`config.mk`:
```
export PLATFORM = sky130hd
export DESIGN_NAME = apple_ctl
export DESIGN_NICKNAME = d
export VERILOG_FILES = /design/src/rtl/apple_ctl.sv
export SDC_FILE = /design/constraint.sdc
export NUM_CORES = 1
export LEC_CHECK = 0
export BUFFER_PORTS_ARGS = -buffer_cell sky130_fd_sc_hd__buf_2
export CAP_MARGIN = 0
export CORE_UTILIZATION = 40
export CTS_BUF_LIST = sky130_fd_sc_hd__clkbuf_4 sky130_fd_sc_hd__clkbuf_8
export DETAILED_ROUTE_END_ITERATION = 16
export GPL_TIMING_DRIVEN = 0
export PLACE_DENSITY_LB_ADDON = 0.15
export SLEW_MARGIN = 0
export SYNTH_ARGS = -nofsm -noshare
export SYNTH_HDL_FRONTEND = slang
export SYNTH_SLANG_ARGS = --single-unit
```
`constraint.sdc`:
```
create_clock -name pclk -period 2.28 [get_ports pclk]
set_input_delay 0.342 -clock pclk [delete_from_list [all_inputs] [get_ports pclk]]
set_output_delay 0.342 -clock pclk [all_outputs]
set_load 0.01 [all_outputs]
```
`src/rtl/apple_ctl.sv`:
```
// Apple placement controller: draws LFSR candidates, rejects out-of-grid cells,
// confirms each remaining candidate with the snake-occupancy block, then commits the apple.
module apple_ctl #(
  parameter int          GRID_W    = 64,
  parameter int          GRID_H    = 48,
  parameter int          MAX_TRIES = 255,
  parameter logic [15:0] LFSR_SEED = 16'hACE1
) (
  input  logic       pclk,
  input  logic       rst_n,
  input  logic       start,
  input  logic       head_valid,
  input  logic [6:0] head_x,
  input  logic [5:0] head_y,
  output logic       occ_req,
  output logic [6:0] occ_x,
  output logic [5:0] occ_y,
  input  logic       occ_ack,
  input  logic       occ_hit,
  output logic [6:0] apple_x,
  output logic [5:0] apple_y,
  output logic       apple_valid,
  output logic       apple_eaten,
  output logic       spawned,
  output logic       grid_full
);

  localparam logic [7:0] GW = 8'(GRID_W);
  localparam logic [6:0] GH = 7'(GRID_H);
  localparam logic [7:0] MT = 8'(MAX_TRIES);

  typedef enum logic [1:0] {IDLE, GEN, CHECK, FULL} state_t;

  typedef struct packed {
    logic       occ_req;
    logic [6:0] occ_x;
    logic [5:0] occ_y;
    logic [6:0] apple_x;
    logic [5:0] apple_y;
    logic       apple_valid;
    logic       apple_eaten;
    logic       spawned;
    logic       grid_full;
    logic [7:0] tries;
  } ctl_t;

  state_t      state, nxt_state;
  ctl_t        cur, nxt;
  logic [15:0] lfsr;
  logic [6:0]  cx;
  logic [5:0]  cy;
  logic        in_range;
  logic        eat;
  logic [7:0]  tries_inc;

  // Taps 16,14,13,11 seen from the right-shifting end of the register.
  always_ff @(posedge pclk or negedge rst_n) begin
    if (!rst_n) lfsr <= LFSR_SEED;
    else        lfsr <= {lfsr[0] ^ lfsr[2] ^ lfsr[3] ^ lfsr[5], lfsr[15:1]};
  end

  assign cx        = lfsr[6:0];
  assign cy        = lfsr[13:8];
  assign in_range  = ({1'b0, cx} < GW) && ({1'b0, cy} < GH);
  assign tries_inc = (cur.tries == 8'hFF) ? cur.tries : cur.tries + 8'd1;
  assign eat       = head_valid && cur.apple_valid &&
                     (head_x == cur.apple_x) && (head_y == cur.apple_y);

  always_ff @(posedge pclk or negedge rst_n) begin
    if (!rst_n) state <= IDLE;
    else        state <= nxt_state;
  end

  always_comb begin
    nxt_state = state;
    case (state)
      IDLE:  if (eat || start) nxt_state = GEN;
      GEN: begin
        if (in_range)              nxt_state = CHECK;
        else if (tries_inc >= MT)  nxt_state = FULL;
      end
      CHECK: begin
        if (occ_ack) begin
          if (!occ_hit)             nxt_state = IDLE;
          else if (cur.tries >= MT) nxt_state = FULL;
          else                      nxt_state = GEN;
        end
      end
      FULL:    nxt_state = IDLE;
      default: nxt_state = IDLE;
    endcase
  end

  // Next values of every registered output; pulses default low.
  always_comb begin
    nxt             = cur;
    nxt.apple_eaten = 1'b0;
    nxt.spawned     = 1'b0;
    case (state)
      IDLE: begin
        if (eat) begin
          nxt.apple_eaten = 1'b1;
          nxt.apple_valid = 1'b0;
          nxt.tries       = '0;
        end else if (start) begin
          nxt.grid_full = 1'b0;
          nxt.tries     = '0;
        end
      end
      GEN: begin
        nxt.tries = tries_inc;
        if (in_range) begin
          nxt.occ_x   = cx;
          nxt.occ_y   = cy;
          nxt.occ_req = 1'b1;
        end
      end
      CHECK: begin
        if (occ_ack) begin
          nxt.occ_req = 1'b0;
          if (!occ_hit) begin
            nxt.apple_x     = cur.occ_x;
            nxt.apple_y     = cur.occ_y;
            nxt.apple_valid = 1'b1;
            nxt.spawned     = 1'b1;
          end
        end
      end
      FULL: begin
        nxt.grid_full   = 1'b1;
        nxt.apple_valid = 1'b0;
      end
      default: ;
    endcase
  end

  always_ff @(posedge pclk or negedge rst_n) begin
    if (!rst_n) cur <= '0;
    else        cur <= nxt;
  end

  assign occ_req     = cur.occ_req;
  assign occ_x       = cur.occ_x;
  assign occ_y       = cur.occ_y;
  assign apple_x     = cur.apple_x;
  assign apple_y     = cur.apple_y;
  assign apple_valid = cur.apple_valid;
  assign apple_eaten = cur.apple_eaten;
  assign spawned     = cur.spawned;
  assign grid_full   = cur.grid_full;

endmodule

```
**After elaboration in Yosys (flattened, before gate mapping)**

Index checks and enable logic that the tools add are counted.

- Bits in registers: 57
- Bits of input ports: 19
- Word-level logic and storage cells: 77

- $add $sub $neg: 1
- $lt $le $gt $ge: 4
- Equal/unequal tests: 15
- Mux-type cells: 24
- Bitwise logic cells: 4
- Reductions and logical operators: 17

Operators with widths:

| kind | count |
|---|---|
| $ge A8 B8 Y1 const B | 2 |
| $mux W8 | 2 |
| $pmux W8 S2 | 1 |
| $mux W14 | 1 |
| $mux W2 | 7 |
| $ne A2 B2 Y1 const B | 7 |
| $reduce_and A3 Y1 | 4 |
| $mux W9 | 1 |
| $add A8 B1 Y8 const B | 1 |
| $eq A8 B8 Y1 const B | 1 |
| $mux W1 | 8 |
| $pmux W2 S4 | 1 |
| $eq A7 B7 Y1 | 1 |
| $lt A7 B7 Y1 const B | 1 |
| $eq A6 B6 Y1 | 1 |
| $lt A6 B6 Y1 const B | 1 |
| $ne A3 B3 Y1 const B | 2 |
| $reduce_bool A2 Y1 | 3 |
| $eq A2 B2 Y1 const B | 2 |
| $logic_and A1 B1 Y1 | 4 |
| $pmux W1 S2 | 2 |
| $reduce_and A2 Y1 | 2 |
| $reduce_and A4 Y1 | 1 |
| $pmux W1 S3 | 1 |
| other kinds (6) | 8 |

**Logic depth before layout (Yosys ltp)**

Gate-level depths: netlist of run 1.

- Word-level depth: 6
- Depth in mapped cells: 6

**Worst setup path after synthesis of run 1**

No wires, ideal clock.

- Kind: register to register
- Start point: register cur[0] (netlist bit)
- End point: register state[1]
- Library setup time: 0.101 ns
- Data arrival time: 1.549 ns
- Required time: 2.179 ns
- Setup slack: 0.630 ns
- Stages on the path, launching flop included: 6
- Path buffers: 1
- Path through: dfrtp_1 > ha_1 > buf_6 > or4_1 > o211a_1 > o311ai_2

- Cells in the longest elaborated chain, start to end: 5
- Elaborated cells between the ends (all ways): 11
- Those cells by class: 1 x add/sub; 2 x order compare; 2 x eq/ne; 5 x mux; 1 x reduce/logical

Ends and longest elaborated chain:

| item | line | RTL |
|---|---|---|
| from (decl) | 48 | `ctl_t cur, nxt;` |
| from (signal assigned) | 139 | `else cur <= nxt;` |
| $add A8 B1 Y8 (tied with other cells) | 65 | `assign tries_inc = (cur.tries == 8'hFF) ? cur.tries : cur.tries + 8'd1;` |
| $mux W8 or $mux W2 (tied branches) | 65, 85 |  |
| $ge A8 B8 Y1 or $mux W2 (tied branches) | 80, 84 |  |
| $ne A3 B3 Y1 (no line) or $mux W2 (tied branches) | - |  |
| $reduce_and A3 Y1 (no line) or $pmux W2 S4 (tied branches) | - |  |
| to (signal assigned) | 71 | `else state <= nxt_state;` |
| to (decl) | 47 | `state_t state, nxt_state;` |

Parallel ways exist; a longest one is shown, timed or not. The select of a mux whose other input is x is not followed.
A chain may end at the register's enable or synchronous reset.

**Final worst setup path of run 1**

Ends and elaborated chain as after synthesis.

==> metrics.md, run 1 <==
| Metric | Value |
|---|---|
| Status | `finished with violations` |
| Failing checks | `DRC` |
| Async set-reset flop share out of synthesis | `100%` |
| Post-DP HPWL | `3680 um` |
| Via count | `1848` |
| DRC | `4` |
| CP cell instances | `ha_1 -> buf_6 -> or4_1 -> o211a_1 -> o311ai_2` |
| Sequential area share after synthesis | `53.2%` |
| Post-DRT Antenna Nets | `0` |
| CTS Sinks | `57` |
| Worst min-delay path class | `in -> async` |
| Clock buffer depth | `2` |
| Port Buffer Count | `49` |
| Core ar. | `around 0.0064 sq mm` |
| Post-DR vias/cell | `4.99` |
| Fmax | `569 MHz` |
| Yosys warnings | `0` |
| Clk Latency, worst-skew pair | `around 330 ps` |
| Antenna Cells | `0` |
| Post-CTS setup buffer count | `0` |
| Most common cell after layout, fill and taps aside | `buf_2` |
| Syn_nets | `248` |
| Overall die width | `between 80 and 90 um` |
| Peak supply drop | `around 0.4 mV` |
| Fin crit share | `between 70 and 80%` |
| Vias in the first global route | `approximately 1700` |
| Ys flop type | `dfrtp_1` |
| Root buffer cell | `clkbuf_8` |
| Synth cell types | `44` |
| Worst EP arrival | `roughly 2000 ps` |
| GR Overflow Total | `0` |
| Num CTS Buffers | `9` |
| P_leak | `0.00171 uW` |
| Max_cap viols | `0` |
| TritonCTS clock tree | `done` |
| Initial Util | `between 40% and 50%` |
| I/O pins | `50` |
| Commonest cells after routing, fill and taps aside | `51 x buf_2, 49 x dfrtp_1, 29 x buf_4` |
| CTS Hold Bufs | `0` |
| EDFF count, synth | `0` |
| Worst-Margin Slew | `roughly 700 ps` |
| DRT Pass-1 Iters | `10` |
| PostCTS Resize Cnt | `0` |
| Area Growth Syn to Fin | `21.0%` |
| Fin crit period | `1760 ps` |
| Slew margin rel. | `between 50 and 60%` |
| CP Launch Type | `flip-flop` |
| RSZ-0062 raised after global routing | `no` |
| H-Tree Depth | `3` |
| CP Class | `reg -> reg` |
| Final hold slack | `51.4 ps` |
| Syn Inst Count | `~230` |
| Worst Path Max Fanout | `9` |
| Die span in y | `84.2 um` |
| Initial DRC count | `between 150 and 200` |
| Initial antenna violation count | `0` |
| GP Congestion | `0.839` |
| Nets | `slightly above 300` |
| Slew Limit Fails | `0` |
| Rows | `29` |
| Share of layout cells above drive strength 1 | `~46%` |
| Fin Clk Skew | `roughly 8.3 ps` |
| WL/cell | `approximately 15 um` |
| Clock transition at path regs | `~70 ps` |
| FF+latch count, synth | `57` |
| Synth Area per Inst | `11.8 sq um` |
| DIE AREA | `between 0.007 and 0.008 sq mm` |
| First-pass GRT wire length | `approximately 8900 um` |
| Critical path capture point type | `flip-flop` |
| Sum Neg Setup Slack | `0 ps` |
| WP data required | `between 2000 and 3000 ps` |
| DRT Wirelength | `5380 um` |
| Slowest CP cell | `or4_1` |
| Tot GR Track Use | `16.6%` |
| Final hold violation count | `0` |
| Netlist Area Pre-Place | `0.00270 sq mm` |
| P per Cell Area | `roughly 830 mW/mm^2` |
| Worst path max stage delay | `510 ps` |
| Pin count of the biggest net entering global routing | `58` |
| Final setup viols | `0` |
==> kinds of logic (layout without fill, tap and decap cells) <==
| group | count (synthesis) | count (layout) | synth area share [%] |
|---|---|---|---|
| AO/OA/AOI/OAI | 36 | 36 | 9.54 |
| buffers and inverters | 45 | 110 | 11.1 |
| XOR/XNOR | 16 | 16 | 5.19 |
| adder cells (fa/ha/maj) | 1 | 1 | 0.463 |
| flip-flops | 57 | 57 | 53.2 |
| AND/OR/NAND/NOR | 48 | 48 | 10.1 |
| multiplexers | 25 | 25 | 10.4 |
==> synth_stat cells, types with 2 or more instances <==
master,count,area share (%)
dfrtp_1,49,45
a21oi_1,12,2.2
and3_1,3,0.69
a31oi_1,3,0.69
nor3_1,6,1.1
mux2_1,3,1.3
nand2_1,8,1.1
clkbuf_1,2,0.28
mux2_2,22,9.2
o21ai_0,2,0.37
xor2_1,14,4.5
o32ai_1,2,0.65
nand3_1,4,0.74
inv_1,8,1.1
xnor2_1,2,0.65
dfstp_2,8,7.8
a211oi_1,4,1.1
o311ai_1,2,0.65
o211ai_1,2,0.56
nor2_1,8,1.1
and4_1,2,0.65
and2_1,3,0.69
nor4_1,3,0.69
o211a_1,2,0.74
buf_6,3,1.3
nand4_1,4,0.93
buf_2,3,0.56
buf_4,28,7.8
==> sequential cells by signal, summed over array words and instances, names as in the netlist <==
register / count
grid_full: 1
occ_y: 6
state: 2
apple_eaten: 1
cur: 8
occ_req: 1
spawned: 1
lfsr: 16
occ_x: 7
apple_y: 6
apple_valid: 1
apple_x: 7
==> routing by layer <==
metal / part of all wire [%] / track usage [%] / vias to the layer above / routed length, um
li1: - / - / 909 / -
met4: 1.1 / 6.58 / 0 / 59
met5: 0 / 0 / - / 0
met3: 5.8 / 5.21 / 4 / 311
met1: 49 / 24.0 / 877 / 2630
met2: 44 / 23.0 / 58 / 2380
==> power breakdown <==
part           total, uW  switching [uW]  internal (uW)
logic                516             307            209
registers           1130            57.8           1070
clock network       1060             409            655
total               2710             773           1930
==> worst max-delay path: cells and delay by family (launching register included) <==
family	cells	cell delay (ps)
adder cells (fa/ha/maj)	1	230
buffers and inverters	1	130
AND/OR/NAND/NOR	1	510
AO/OA/AOI/OAI	2	340
flip-flops	1	440
==> final cells by class <==
| cell class | count | area, sq um |
|---|---|---|
| tap | 77 | 96.3 |
| sequential | 57 | 1440 |
| inverter | 9 | 33.8 |
| buffer | 36 | 267 |
| timing repair buffer | 49 | 248 |
| multi-input combinational | 126 | 965 |
| fill | 602 | 3150 |
| clock buffer | 11 | 145 |
| clock inverter | 5 | 78.8 |
==> worst paths after layout <==
kind / depth (start not counted) / slack [ps] / end / start
max: 5 / 520 / state[1]$_DFFE_PN0P_ / cur[0]$_DFFE_PN0P_
min: 1 / 50 / apple_x[2]$_DFFE_PN0P_ / rst_n
max reg2reg: 5 / 520 / state[1]$_DFFE_PN0P_ / cur[0]$_DFFE_PN0P_
min reg2reg: 0 / 350 / lfsr[6]$_DFF_PN1_ / lfsr[7]$_DFF_PN1_
max in group asynchronous: 1 / 1760 / occ_y[3]$_DFFE_PN0P_ / rst_n
min in group pclk: 2 / 230 / grid_full$_DFFE_PN0P_ / start
==> stage by stage <==
stage	instances	power, uW	util (%)	area [sq um]	setup WS (ps)
after detailed placement	354	1660	47.4	3040	521
after global placement	354	1670	47.4	3040	528
final	370	2710	50.9	3270	521
after CTS	370	2740	50.9	3270	514
after floorplan	228	1500	-	2700	630
after global routing	370	2860	50.9	3270	382
(Power assumes the default switching activity.)
==> run 2, diff against run 1 <==
clock period = 1.85 ns   (was 2.28 ns; I/O delays follow)
==> run 2 against run 1 <==
Effect of this change:
- the flow finishes with violations (DRC, hold timing)
- die area is the same
- cell count is the same
- final area grew 0.19%
- core utilization grew 0.097 points
- global-route usage is the same
- critical endpoint unchanged
==> metrics.md, run 2 (same netlist as run 1, synthesis figures left out) <==
| Metric | Value |
|---|---|
| Clock transition at path regs | `70 ps` |
| WP data required | `2090 ps` |
| Pin count of the biggest net entering global routing | `58` |
| Final setup viols | `0` |
| Critical path capture point type | `flip-flop` |
| Root buffer cell | `clkbuf_8` |
| CP Launch Type | `flip-flop` |
| Final Util | `slightly above 50%` |
| I/O pins | `50` |
| P_leak | `about 0.0017 uW` |
| Rows | `29` |
| Leading registers by flop count | `lfsr: 16 flops, cur: 8 flops` |
| Fin crit share | `a little over nine tenths` |
| Area Growth Syn to Fin | `21.3%` |
| GP Congestion | `approximately 0.84` |
| Peak supply drop | `slightly below 0.5 mV` |
| TritonCTS clock tree | `done` |
| Slew Limit Fails | `0` |
| Post-DP HPWL | `3680 um` |
| Fmax | `around 570 MHz` |
| DRT Wirelength | `about 5400 um` |
| CTS Sinks | `57` |
| Port Buffer Count | `slightly below 50` |
| Slew margin rel. | `about 54%` |
| Fin Clk Skew | `about 8.4 ps` |
| First-pass GRT wire length | `a little under 9000 um` |
| Worst Path Max Fanout | `9` |
| Fin crit period | `1760 ps` |
| Clk Latency, worst-skew pair | `~330 ps` |
| Initial antenna violation count | `0` |
| CTS Hold Bufs | `0` |
| PostCTS Resize Cnt | `0` |
| WL/cell | `14.5 um` |
| Share of layout cells above drive strength 1 | `46.4%` |
| Via count | `around 1800` |
| Internal reg-to-reg setup slack | `around 91 ps` |
| DRT Pass-1 Iters | `10` |
| Sum Neg Setup Slack | `0 ps` |
| R2R cell count | `5` |
| Worst min-delay path class | `in -> async` |
| Die span in y | `between 80 and 90 um` |
| P per Cell Area | `around 1000 mW/mm^2` |
| FF-to-FF End | `state[1]$_DFFE_PN0P_` |
| CP Class | `reg -> reg` |
| Post-DRT Antenna Nets | `0` |
| Final hold violation count | `16` |
| Initial DRC count | `156` |
| Fill count | `between 600 and 700` |
| RSZ-0062 raised after global routing | `no` |
| Register area | `about 0.0014 sq mm` |
| Post-CTS setup buffer count | `0` |
| Post-DR vias/cell | `around 5` |
| Failing checks | `DRC, hold timing` |
| Nets | `slightly above 300` |
| Most common cell after layout, fill and taps aside | `buf_2` |
| Max_cap viols | `0` |
| DIE AREA | `roughly 0.007 sq mm` |
| GR Overflow Total | `0` |
| Largest register by flop count | `lfsr` |
| Largest register FFs | `16` |
| Clock buffer depth | `2` |
| Worst-Margin Slew | `697 ps` |
| Tot GR Track Use | `16.6%` |
| R2r startpoint | `cur[0]$_DFFE_PN0P_` |
| Status | `finished with violations` |
| Core ar. | `~0.0064 sq mm` |
| Commonest cells after routing, fill and taps aside | `51 x buf_2, 49 x dfrtp_1, 29 x buf_4` |
| Worst EP arrival | `~2000 ps` |
| Initial Util | `a little over two fifths` |
| Antenna Cells | `0` |
| Final hold slack | `-13.1 ps` |
| Num CTS Buffers | `9` |
| Area of the multi-input gates | `approximately 1000 sq um` |
| Overall die width | `~84 um` |
| Crit path from | `cur[0]$_DFFE_PN0P_` |
| Vias in the first global route | `around 1700` |
| H-Tree Depth | `3` |
| DRC | `4` |
==> run 2: worst max path at each step <==
stage | to | slack [ps] | cells past startpoint
4_1_cts | cur[6]$_DFFE_PN0P_ | 80 | 5
3_3_place_gp | cur[6]$_DFFE_PN0P_ | 100 | 5
3_5_place_dp | cur[6]$_DFFE_PN0P_ | 90 | 5
6_report | state[1]$_DFFE_PN0P_ | 90 | 5
5_1_grt | state[1]$_DFFE_PN0P_ | 20 | 5
2_1_floorplan | state[1]$_DFFE_PN0P_ | 200 | 5
==> run 2: report_power, final <==
part / internal, uW / switching, uW
registers: 1320 / 71.1
clock network: 808 / 503
logic: 258 / 379
==> run 2: area by class of cell <==
cell class / instances / share of cell area, %
plain buffers: 36 / 8.14
clock buffers: 11 / 4.43
clock inverters: 5 / 2.41
inverters: 9 / 1.03
multi-input cells: 126 / 29.6
flip-flops and latches: 57 / 43.9
well taps: 77 / 2.94
repair buffers: 49 / 7.56
==> run 2: critical path: stages, from the launching register on <==
cell,delay [ps]
dfrtp_1,440
ha_1,230
buf_6,130
or4_1,510
o211a_1,140
o311ai_2,200
==> run 2: per-stage QoR <==
stage,hold slack (ps),cells,setup WS (ps),power [uW],instance area (sq um)
floorplan,-18.1,228,200,1850,2700
global placement,341,354,98.3,2060,3040
detailed placement,343,354,91.5,2050,3040
CTS,140,370,84.0,3380,3270
global route,38.5,370,20.8,3520,3280
finish,-13.1,370,90.9,3340,3280
==> run 2: layer usage <==
| layer | track usage (%) | share of wire (%) | up-vias |
|---|---|---|---|
| li1 | - | - | 909 |
| met1 | 24.0 | 49 | 877 |
| met2 | 23.0 | 44 | 58 |
| met3 | 5.21 | 5.6 | 4 |
| met4 | 6.58 | 1.1 | 0 |
| met5 | 0 | 0 | - |
